<file path="src/rtl/velocity_pi_loop_if.sv">
// Duty command bus from the velocity regulator to the commutation/PWM stage.
// The regulator drives it; the PWM stage consumes it.
interface velocity_pi_loop_if #(
    parameter int DUTY_WIDTH = 10
);
    logic [DUTY_WIDTH-1:0] duty;
    logic                  direction;
    logic                  duty_valid;
    logic                  saturated;
    logic signed [15:0]    velocity;

    modport master (
        output duty,
        output direction,
        output duty_valid,
        output saturated,
        output velocity
    );

    modport slave (
        input duty,
        input direction,
        input duty_valid,
        input saturated,
        input velocity
    );
endinterface

</file>
<file path="src/rtl/velocity_pi_loop.sv">
// Velocity PI regulator: samples the encoder once per loop period and runs a
// PI update through a single shared multiplier to produce a saturated duty.
module velocity_pi_loop #(
    parameter int LOOP_PERIOD_TICKS = 50000,
    parameter int DUTY_WIDTH        = 10,
    parameter int DUTY_MAX          = 1023,
    parameter int INTEG_LIMIT       = 65535
) (
    input  logic                clk,
    input  logic                reset,
    input  logic                enable,
    input  logic [15:0]         encoder_count,
    input  logic signed [15:0]  setpoint,
    input  logic [15:0]         kp,
    input  logic [15:0]         ki,
    velocity_pi_loop_if.master  out_if
);

    localparam int TW = (LOOP_PERIOD_TICKS > 1) ? $clog2(LOOP_PERIOD_TICKS) : 1;
    localparam logic [TW-1:0]        TIMER_LAST = TW'(LOOP_PERIOD_TICKS - 1);
    localparam logic signed [24:0]   INTEG_POS  = 25'(INTEG_LIMIT);
    localparam logic signed [24:0]   INTEG_NEG  = -25'(INTEG_LIMIT);
    localparam logic [41:0]          DUTY_MAX_W = 42'(DUTY_MAX);

    typedef enum logic [2:0] {
        ST_IDLE,
        ST_SAMPLE,
        ST_ERROR,
        ST_MUL_P,
        ST_MUL_I,
        ST_SUM,
        ST_SAT
    } state_t;

    state_t                  state_q, state_d;
    logic [TW-1:0]           timer_q, timer_d;
    logic [15:0]             prev_count_q, prev_count_d;
    logic signed [15:0]      velocity_q, velocity_d;
    logic signed [15:0]      error_q, error_d;
    logic signed [23:0]      integ_q, integ_d;
    logic signed [40:0]      p_reg_q, p_reg_d;
    logic signed [40:0]      i_reg_q, i_reg_d;
    logic signed [41:0]      sum_q, sum_d;
    logic [DUTY_WIDTH-1:0]   duty_q, duty_d;
    logic                    direction_q, direction_d;
    logic                    saturated_q, saturated_d;
    logic                    duty_valid_q, duty_valid_d;

    logic                    tick;
    logic signed [16:0]      err_wide;
    logic signed [15:0]      err_sat;
    logic signed [24:0]      integ_sum;
    logic signed [24:0]      integ_clamped;
    logic                    integ_hold;
    logic signed [40:0]      mul_a;
    logic signed [40:0]      mul_b;
    logic signed [40:0]      product;
    logic signed [41:0]      pi_total;
    logic [41:0]             sum_mag;
    logic                    sum_over;

    assign tick = (timer_q == TIMER_LAST);

    // The one multiplier: gains are unsigned Q8.8 so they are zero-extended,
    // the error/integrator operand is sign-extended; the state picks the pair.
    assign mul_a   = (state_q == ST_MUL_I) ? {25'd0, ki} : {25'd0, kp};
    assign mul_b   = (state_q == ST_MUL_I) ? 41'(integ_q) : 41'(error_q);
    assign product = mul_a * mul_b;

    always_comb begin
        err_wide = 17'(setpoint) - 17'(velocity_q);
        if (err_wide[16] != err_wide[15]) begin
            err_sat = err_wide[16] ? 16'sh8000 : 16'sh7FFF;
        end else begin
            err_sat = err_wide[15:0];
        end

        integ_sum = 25'(integ_q) + 25'(err_sat);
        if (integ_sum > INTEG_POS) begin
            integ_clamped = INTEG_POS;
        end else if (integ_sum < INTEG_NEG) begin
            integ_clamped = INTEG_NEG;
        end else begin
            integ_clamped = integ_sum;
        end

        // Anti-windup: stop integrating while clipped if the error would push further the same way.
        integ_hold = saturated_q && (err_sat[15] == direction_q);

        pi_total = 42'(p_reg_q) + 42'(i_reg_q);
        sum_mag  = sum_q[41] ? 42'(-sum_q) : 42'(sum_q);
        sum_over = (sum_mag > DUTY_MAX_W);
    end

    always_comb begin
        state_d      = state_q;
        timer_d      = timer_q;
        prev_count_d = prev_count_q;
        velocity_d   = velocity_q;
        error_d      = error_q;
        integ_d      = integ_q;
        p_reg_d      = p_reg_q;
        i_reg_d      = i_reg_q;
        sum_d        = sum_q;
        duty_d       = duty_q;
        direction_d  = direction_q;
        saturated_d  = saturated_q;
        duty_valid_d = 1'b0;

        if (!enable) begin
            // Disabled: everything idles and prev_count follows the encoder so
            // the first sample after enable measures only motion since then.
            state_d      = ST_IDLE;
            timer_d      = '0;
            prev_count_d = encoder_count;
            velocity_d   = '0;
            error_d      = '0;
            integ_d      = '0;
            p_reg_d      = '0;
            i_reg_d      = '0;
            sum_d        = '0;
            duty_d       = '0;
            direction_d  = 1'b0;
            saturated_d  = 1'b0;
        end else begin
            timer_d = tick ? '0 : timer_q + TW'(1);

            unique case (state_q)
                ST_IDLE: begin
                    if (tick) begin
                        state_d = ST_SAMPLE;
                    end
                end
                ST_SAMPLE: begin
                    velocity_d   = $signed(encoder_count - prev_count_q);
                    prev_count_d = encoder_count;
                    state_d      = ST_ERROR;
                end
                ST_ERROR: begin
                    error_d = err_sat;
                    if (!integ_hold) begin
                        integ_d = 24'(integ_clamped);
                    end
                    state_d = ST_MUL_P;
                end
                ST_MUL_P: begin
                    p_reg_d = product;
                    state_d = ST_MUL_I;
                end
                ST_MUL_I: begin
                    i_reg_d = product;
                    state_d = ST_SUM;
                end
                ST_SUM: begin
                    sum_d   = pi_total >>> 8;
                    state_d = ST_SAT;
                end
                ST_SAT: begin
                    duty_d       = sum_over ? DUTY_WIDTH'(DUTY_MAX) : sum_mag[DUTY_WIDTH-1:0];
                    direction_d  = sum_q[41];
                    saturated_d  = sum_over;
                    duty_valid_d = 1'b1;
                    state_d      = ST_IDLE;
                end
                default: begin
                    state_d = ST_IDLE;
                end
            endcase
        end
    end

    always_ff @(posedge clk or posedge reset) begin
        if (reset) begin
            state_q      <= ST_IDLE;
            timer_q      <= '0;
            prev_count_q <= '0;
            velocity_q   <= '0;
            error_q      <= '0;
            integ_q      <= '0;
            p_reg_q      <= '0;
            i_reg_q      <= '0;
            sum_q        <= '0;
            duty_q       <= '0;
            direction_q  <= 1'b0;
            saturated_q  <= 1'b0;
            duty_valid_q <= 1'b0;
        end else begin
            state_q      <= state_d;
            timer_q      <= timer_d;
            prev_count_q <= prev_count_d;
            velocity_q   <= velocity_d;
            error_q      <= error_d;
            integ_q      <= integ_d;
            p_reg_q      <= p_reg_d;
            i_reg_q      <= i_reg_d;
            sum_q        <= sum_d;
            duty_q       <= duty_d;
            direction_q  <= direction_d;
            saturated_q  <= saturated_d;
            duty_valid_q <= duty_valid_d;
        end
    end

    assign out_if.duty       = duty_q;
    assign out_if.direction  = direction_q;
    assign out_if.duty_valid = duty_valid_q;
    assign out_if.saturated  = saturated_q;
    assign out_if.velocity   = velocity_q;

endmodule

</file>
<file path="src/flat_wrapper.sv">
// flat-port wrapper written by rule: the top's interface ports become plain ports
module velocity_pi_loop_flat 
#(
    parameter int LOOP_PERIOD_TICKS = 50000,
    parameter int DUTY_WIDTH        = 10,
    parameter int DUTY_MAX          = 1023,
    parameter int INTEG_LIMIT       = 65535
)
  (clk, reset, enable, encoder_count, setpoint, kp, ki, out_if_duty, out_if_direction, out_if_duty_valid, out_if_saturated, out_if_velocity);
  velocity_pi_loop_if #(.DUTY_WIDTH(DUTY_WIDTH)) out_if_i ();
  input  logic clk;
  input  logic reset;
  input  logic enable;
  input  logic [15:0] encoder_count;
  input  logic signed [15:0] setpoint;
  input  logic [15:0] kp;
  input  logic [15:0] ki;
  output wire logic [$bits(out_if_i.duty)-1:0] out_if_duty;
  output wire logic [$bits(out_if_i.direction)-1:0] out_if_direction;
  output wire logic [$bits(out_if_i.duty_valid)-1:0] out_if_duty_valid;
  output wire logic [$bits(out_if_i.saturated)-1:0] out_if_saturated;
  output wire logic [$bits(out_if_i.velocity)-1:0] out_if_velocity;
  assign out_if_duty = out_if_i.duty;
  assign out_if_direction = out_if_i.direction;
  assign out_if_duty_valid = out_if_i.duty_valid;
  assign out_if_saturated = out_if_i.saturated;
  assign out_if_velocity = out_if_i.velocity;
  velocity_pi_loop #(.LOOP_PERIOD_TICKS(LOOP_PERIOD_TICKS), .DUTY_WIDTH(DUTY_WIDTH), .DUTY_MAX(DUTY_MAX), .INTEG_LIMIT(INTEG_LIMIT)) u_core (.clk(clk), .reset(reset), .enable(enable), .encoder_count(encoder_count), .setpoint(setpoint), .kp(kp), .ki(ki), .out_if(out_if_i));
endmodule
</file>
<file path="config.mk">
export PLATFORM = sky130hd
export DESIGN_NAME = velocity_pi_loop_flat
export DESIGN_NICKNAME = d
export VERILOG_FILES = /design/src/rtl/velocity_pi_loop_if.sv /design/src/rtl/velocity_pi_loop.sv /design/src/flat_wrapper.sv
export SDC_FILE = /design/constraint.sdc
export NUM_CORES = 2
export LEC_CHECK = 0
export CAP_MARGIN = 0
export CORE_MARGIN = 2
export CORE_UTILIZATION = 34
export DETAILED_ROUTE_END_ITERATION = 10
export SLEW_MARGIN = 20
export SYNTH_ARGS = -nofsm -noshare
export SYNTH_HDL_FRONTEND = slang
export SYNTH_SLANG_ARGS = --single-unit
</file>
<file path="constraint.sdc">
create_clock -name clk -period 8.6 [get_ports clk]
set_input_delay 1.72 -clock clk [delete_from_list [all_inputs] [get_ports clk]]
set_output_delay 1.72 -clock clk [all_outputs]
set_load 0.05 [all_outputs]
</file>
# Word-level counts from Yosys, hierarchy flattened

Cells that the tools add are included.

Flip-flop bits (word level): 228
Bits of input ports: 67
Logic and storage cells: 79

Add/sub/neg operators: 6
Multiply operators: 1
Magnitude comparators: 3
Eq/ne operators: 17
Multiplexer cells: 36
Reductions and logical operators: 3

Operator list:

| operator                                                     | number |
|---|---|
| two-way mux 41 bit                                           | 5 |
| two-way mux 16 bit                                           | 11 |
| two-way mux 42 bit                                           | 3 |
| two-way mux 24 bit                                           | 5 |
| adder 41 x 41 -> 42 bit                                      | 1 |
| > comparator 42 x 10 -> 1 bit, second input constant         | 1 |
| negator 42 bit                                               | 1 |
| multiplier 41 x 41 -> 41 bit                                 | 1 |
| two-way mux 10 bit                                           | 3 |
| adder 24 x 16 -> 25 bit                                      | 1 |
| > comparator 25 x 17 -> 1 bit, second input constant         | 1 |
| less-than comparator 25 x 17 -> 1 bit, second input constant | 1 |
| one-hot mux 3 bit (6 select lines)                           | 1 |
| subtractor 16 x 16 -> 17 bit                                 | 1 |
| adder 16 x 1 -> 16 bit, second input constant                | 1 |
| equality test 16 bit, second input constant                  | 1 |
| subtractor 16 bit                                            | 1 |
| != test 2 x 1 -> 1 bit, second input constant                | 6 |
| equality test 3 bit, second input constant                   | 3 |
| equality test 3 x 2 -> 1 bit, second input constant          | 2 |
| two-way mux 1 bit                                            | 6 |
| two-way mux 3 bit                                            | 2 |
| equality test 3 x 1 -> 1 bit, second input constant          | 1 |
| zero test 3 bit                                              | 1 |
| other kinds (6)                                              | 6 |

# Longest topological paths before layout

Depth in word-level cells: 10
Gate-level depth with buffers: 32
Depth with buffers taken out: 28

# Worst setup path after synthesis

No wires, ideal clock.

Kind: input port to flip-flop
From: input port kp[7]
To: register u_core.i_reg_q[39]
Library setup time: 0.069 ns
Data arrival time: 8.067 ns
Required time: 8.531 ns
Setup slack: 0.464 ns
Stages on the path: 23
Cell sequence: mux2i_1 > clkbuf_1 > nor2_1 > fa_1 > inv_1 > fa_1 > fa_1 > inv_1 > fa_1 > fa_1 > inv_1 > fa_1 > inv_1 > ha_1 > a21o_1 > a211oi_1 > nand3b_1 > o21ai_0 > o21a_1 > a31oi_1 > o21ai_0 > or4_1 > nand3_1

Word-level cells in the longest chain between the ends: 4

RTL lines:

| what                         | line                    | text |
|---|---|---|
| from (decl)                  | flat_wrapper.sv:16      | `input logic [15:0] kp;` |
| two-way mux 16 bit           | velocity_pi_loop.sv:66  | `assign mul_a = (state_q == ST_MUL_I) ? {25'd0, ki} : {25'd0, kp};` |
| multiplier 41 x 41 -> 41 bit | velocity_pi_loop.sv:68  | `assign product = mul_a * mul_b;` |
| two-way mux 41 bit           | velocity_pi_loop.sv:128 | `unique case (state_q)` |
| two-way mux 41 bit           | velocity_pi_loop.sv:110 | `if (!enable) begin` |
| to (signal assigned)         | velocity_pi_loop.sv:195 | `i_reg_q <= i_reg_d;` |
| to (decl)                    | velocity_pi_loop.sv:42  | `logic signed [40:0] i_reg_q, i_reg_d;` |

No other way between the ends. The select of a mux whose other input is x is not followed.
A chain may end at the register's enable or synchronous reset.

# Worst setup path after layout

Same ends and word-level chain as after synthesis.

==> results.md <==
- Status: complete, no violations
- Synth unique cells: 76
- Syn_area_per_cell: 8.45 um2
- Die H: 293 um
- Clock power share: 45.7%
- Fin crit share: 93.5%
- Clk pin slew, worst setup/hold paths: 0.06 ns
- Most frequent cells in the layout: inv_1 (555), nand2_1 (528), fa_1 (380), nor2_1 (262), dfrtp_1 (220)
- Largest net degree at the start of global routing: 97
- Final Util: approximately 39%
- Wire per inst: roughly 17 um
- Via count: 23220
- Reg2reg path depth: 25
- Final WL: roughly 80000 um
- DP Cell Count: 4542
- Area Growth Syn to Fin: 14.3%
- Int Power: 0.00203 W
- CTS Sinks: 220
- Die Span X: a little under 300 um
- Final setup violation count: 0
- WS Path Type: in2reg
- Max-slew violation count: 0
- Worst-path fanout max: 16
- Setup total negative slack: 0 ns
- Drt first pass iters: 5
- Nets: 4139
- Worst-skew pair later-pin latency: 0.58 ns
- # rows: 106
- Core ar.: 83300 um2
- Top cells by area, synth: fa_1 (27%), dfrtp_1 (19%), ha_1 (8.8%), inv_1 (7.3%), nand2_1 (7.0%)
- Gr usage total: 18.8%
- Max Freq: 0.124 GHz
- Synth area leader: fa_1
- Sequential share of power: 37.0%
- CTS Buf Count: 28
- Leak: between 15 and 20 nW
- Maximum VDD drop: 0.000151 V
- Flops & latches, synth: 220
- Sw frac: 28.3%
- Crit start category: input pin
- Number of flops mapped to enable cells by yosys: 0
- Synthesized net count: 4019
- Total setup buffers inserted after CTS: 0
- Async SR Flop Fraction: 100%
- DRC violations left: 0
- Grt total ovfl: 0
- Post-Synthesis Cell Area: about 28000 um2
- Critical Path Sink Type: flop
- Max cap viols: 0
- Initial Util: between 30% and 40%
- Global-route wire length before repair: 129000 um
- Worst clock skew: 0.0123 ns
- Yosys warning total: 0
- Most common cell after layout, fill and taps aside: inv_1
- Hold-fix buffers, CTS: 0
- Antenna-violating nets left: 0
- Psw: 0.000802 W
- CTS tree: built
- Tightest Hold Check Type: reg2reg
- CTS H-tree lvls: 1
- First DRT Iteration DRCs: 1541
- Final min period: 8.04 ns
- Post-cts resize count: 0
- DR vias/cell: 5.06
- Seq/Total Area, Yosys: 19.3%
- Share of cells above drive strength 1: 6.32%
- Top-Level Pins: 96
- Hold path depth: 1
- Root Buffer: clkbuf_16
- Cells after Synth: 3372
- Final hold vios: 0
- Worst endpoint required time: 9.11 ns
- Layout Cells excl Fill: roughly 4600
- Initial antenna violation count: 1
- Slew headroom: between 30% and 40%
- IO buf count: 95
- RD Place Congestion: 0.903
- Part of the power in combinational logic: 17.4%
- Worst-Margin Slew: 0.996 ns
- DP Wirelength: 65200 um
- Top cell type's share of synthesized area: a little over a quarter
- Cell area power density: between 80 and 90 nW/um2
- Data arrival time of the critical path: 8.55 ns
- Most used DFF post-synth: dfrtp_1
- RSZ-0062 raised after global routing: no
- Die area: 86100 um2
- ANT cells: 0
- Vias in the first global route: 23183
- Deepest clock path buffer count: 3
critical path, cell delays in order:
cell and delay (ns):
clkdlybuf4s50_1 0.41, mux2i_2 0.23, buf_12 0.19, buf_4 0.17
nor2_1 0.07, fa_1 0.55, inv_1 0.05, fa_1 0.43
fa_1 0.49, inv_1 0.05, fa_1 0.48, fa_1 0.56
inv_1 0.06, fa_1 0.53, inv_1 0.05, ha_1 0.32
a21o_1 0.17, a21o_1 0.17, a21oi_1 0.22, o21ai_0 0.15
a221o_1 0.34, a31oi_1 0.26, o21ai_0 0.20, or4_1 0.54
nand3_1 0.08
layout make-up:
class,instances,area (um2)
timing repair buffer,226,2150
tap,1080,1350
multi-input combinational,2459,20400
inverter,557,2100
sequential,220,5510
fill,8500,50700
clock buffer,37,795
clock inverter,14,234
cell families after synthesis:
| logic type | count (synthesis) | share of synthesized area [%] |
|---|---|---|
| AOI/OAI and AO/OA | 617 | 13.7 |
| adders and majority gates | 580 | 35.5 |
| muxes | 36 | 1.28 |
| and+or+nand+nor | 1093 | 16.9 |
| buffers and inverters | 693 | 9.16 |
| DFF | 220 | 19.3 |
| xor gates and xnor gates | 133 | 4.09 |
worst paths after layout:
check | slack [ns] | startpoint | end
min in group asynchronous | 1.65 | reset | u_core.timer_q[14]
max in group asynchronous | 5.49 | reset | u_core.p_reg_q[5]
min | 0.45 | u_core.timer_q[0] | u_core.timer_q[0]
max reg2reg | 0.60 | u_core.state_q[1] | u_core.i_reg_q[39]
max | 0.56 | kp[7] | u_core.i_reg_q[39]
min reg2reg | 0.45 | u_core.timer_q[0] | u_core.timer_q[0]
cell usage after synthesis, drive strengths merged, types with 5 or more instances:
cell     number
inv         556
nand2       528
fa          380
nor2        263
dfrtp       220
ha          200
o21ai       166
a21oi       163
clkbuf      128
xor2         69
nand3        67
xnor2        64
a21o         58
nor3         42
nand2b       41
mux2i        33
o211ai       27
nand4        26
a211oi       25
a31oi        24
or3          18
nor2b        17
o21a         17
or2          17
o31ai        16
and2         14
and3         14
o211a        13
o22ai        13
nand3b       11
o21bai       11
a22oi         9
nor3b         9
buf           8
or4           8
a211o         6
o41ai         6
a2111oi       5
a32oi         5
and4          5
o2111ai       5
o21ba         5
o221ai        5
metrics by stage:
| step | power [W] | cell area (um2) | setup slack [ns] | hold slack, ns |
|---|---|---|---|---|
| 2_1_floorplan | 0.00136 | 28500 | 0.464 | 0.425 |
| 3_3_place_gp | 0.00155 | 31500 | 0.0860 | 0.442 |
| 3_5_place_dp | 0.00155 | 31500 | 0.0456 | 0.445 |
| 4_1_cts | 0.00286 | 32500 | 0.631 | 0.454 |
| 5_1_grt | 0.00295 | 32500 | 0.134 | 0.484 |
| 6_report | 0.00283 | 32500 | 0.560 | 0.452 |
per-layer routing:
layer / share of wire, % / track usage (%)
met5: 0.016 / 0
met4: 2.3 / 3.92
met3: 6.6 / 3.54
met2: 44 / 29.5
met1: 47 / 26.9
power groups by stage:
stage / Combinational [W] / Clock (W) / Sequential (W)
2_1_floorplan: 0.000298 / 0 / 0.00107
3_3_place_gp: 0.000483 / 0 / 0.00107
3_5_place_dp: 0.000485 / 0 / 0.00107
4_1_cts: 0.000488 / 0.00132 / 0.00105
5_1_grt: 0.000539 / 0.00136 / 0.00105
6_report: 0.000492 / 0.00129 / 0.00105
state kept, by name, summed over array words and instances (netlist names):
signal / count
u_core.prev_count_q: 16
u_core.state_q: 3
u_core.error_q: 16
u_core.out_if.duty_valid: 1
u_core.out_if.saturated: 1
u_core.out_if.velocity: 16
u_core.out_if.duty: 10
u_core.timer_q: 16
u_core.sum_q: 34
u_core.out_if.direction: 1
u_core.p_reg_q: 41
u_core.integ_q: 24
u_core.i_reg_q: 41
Power figures use the tool's default switching activity.
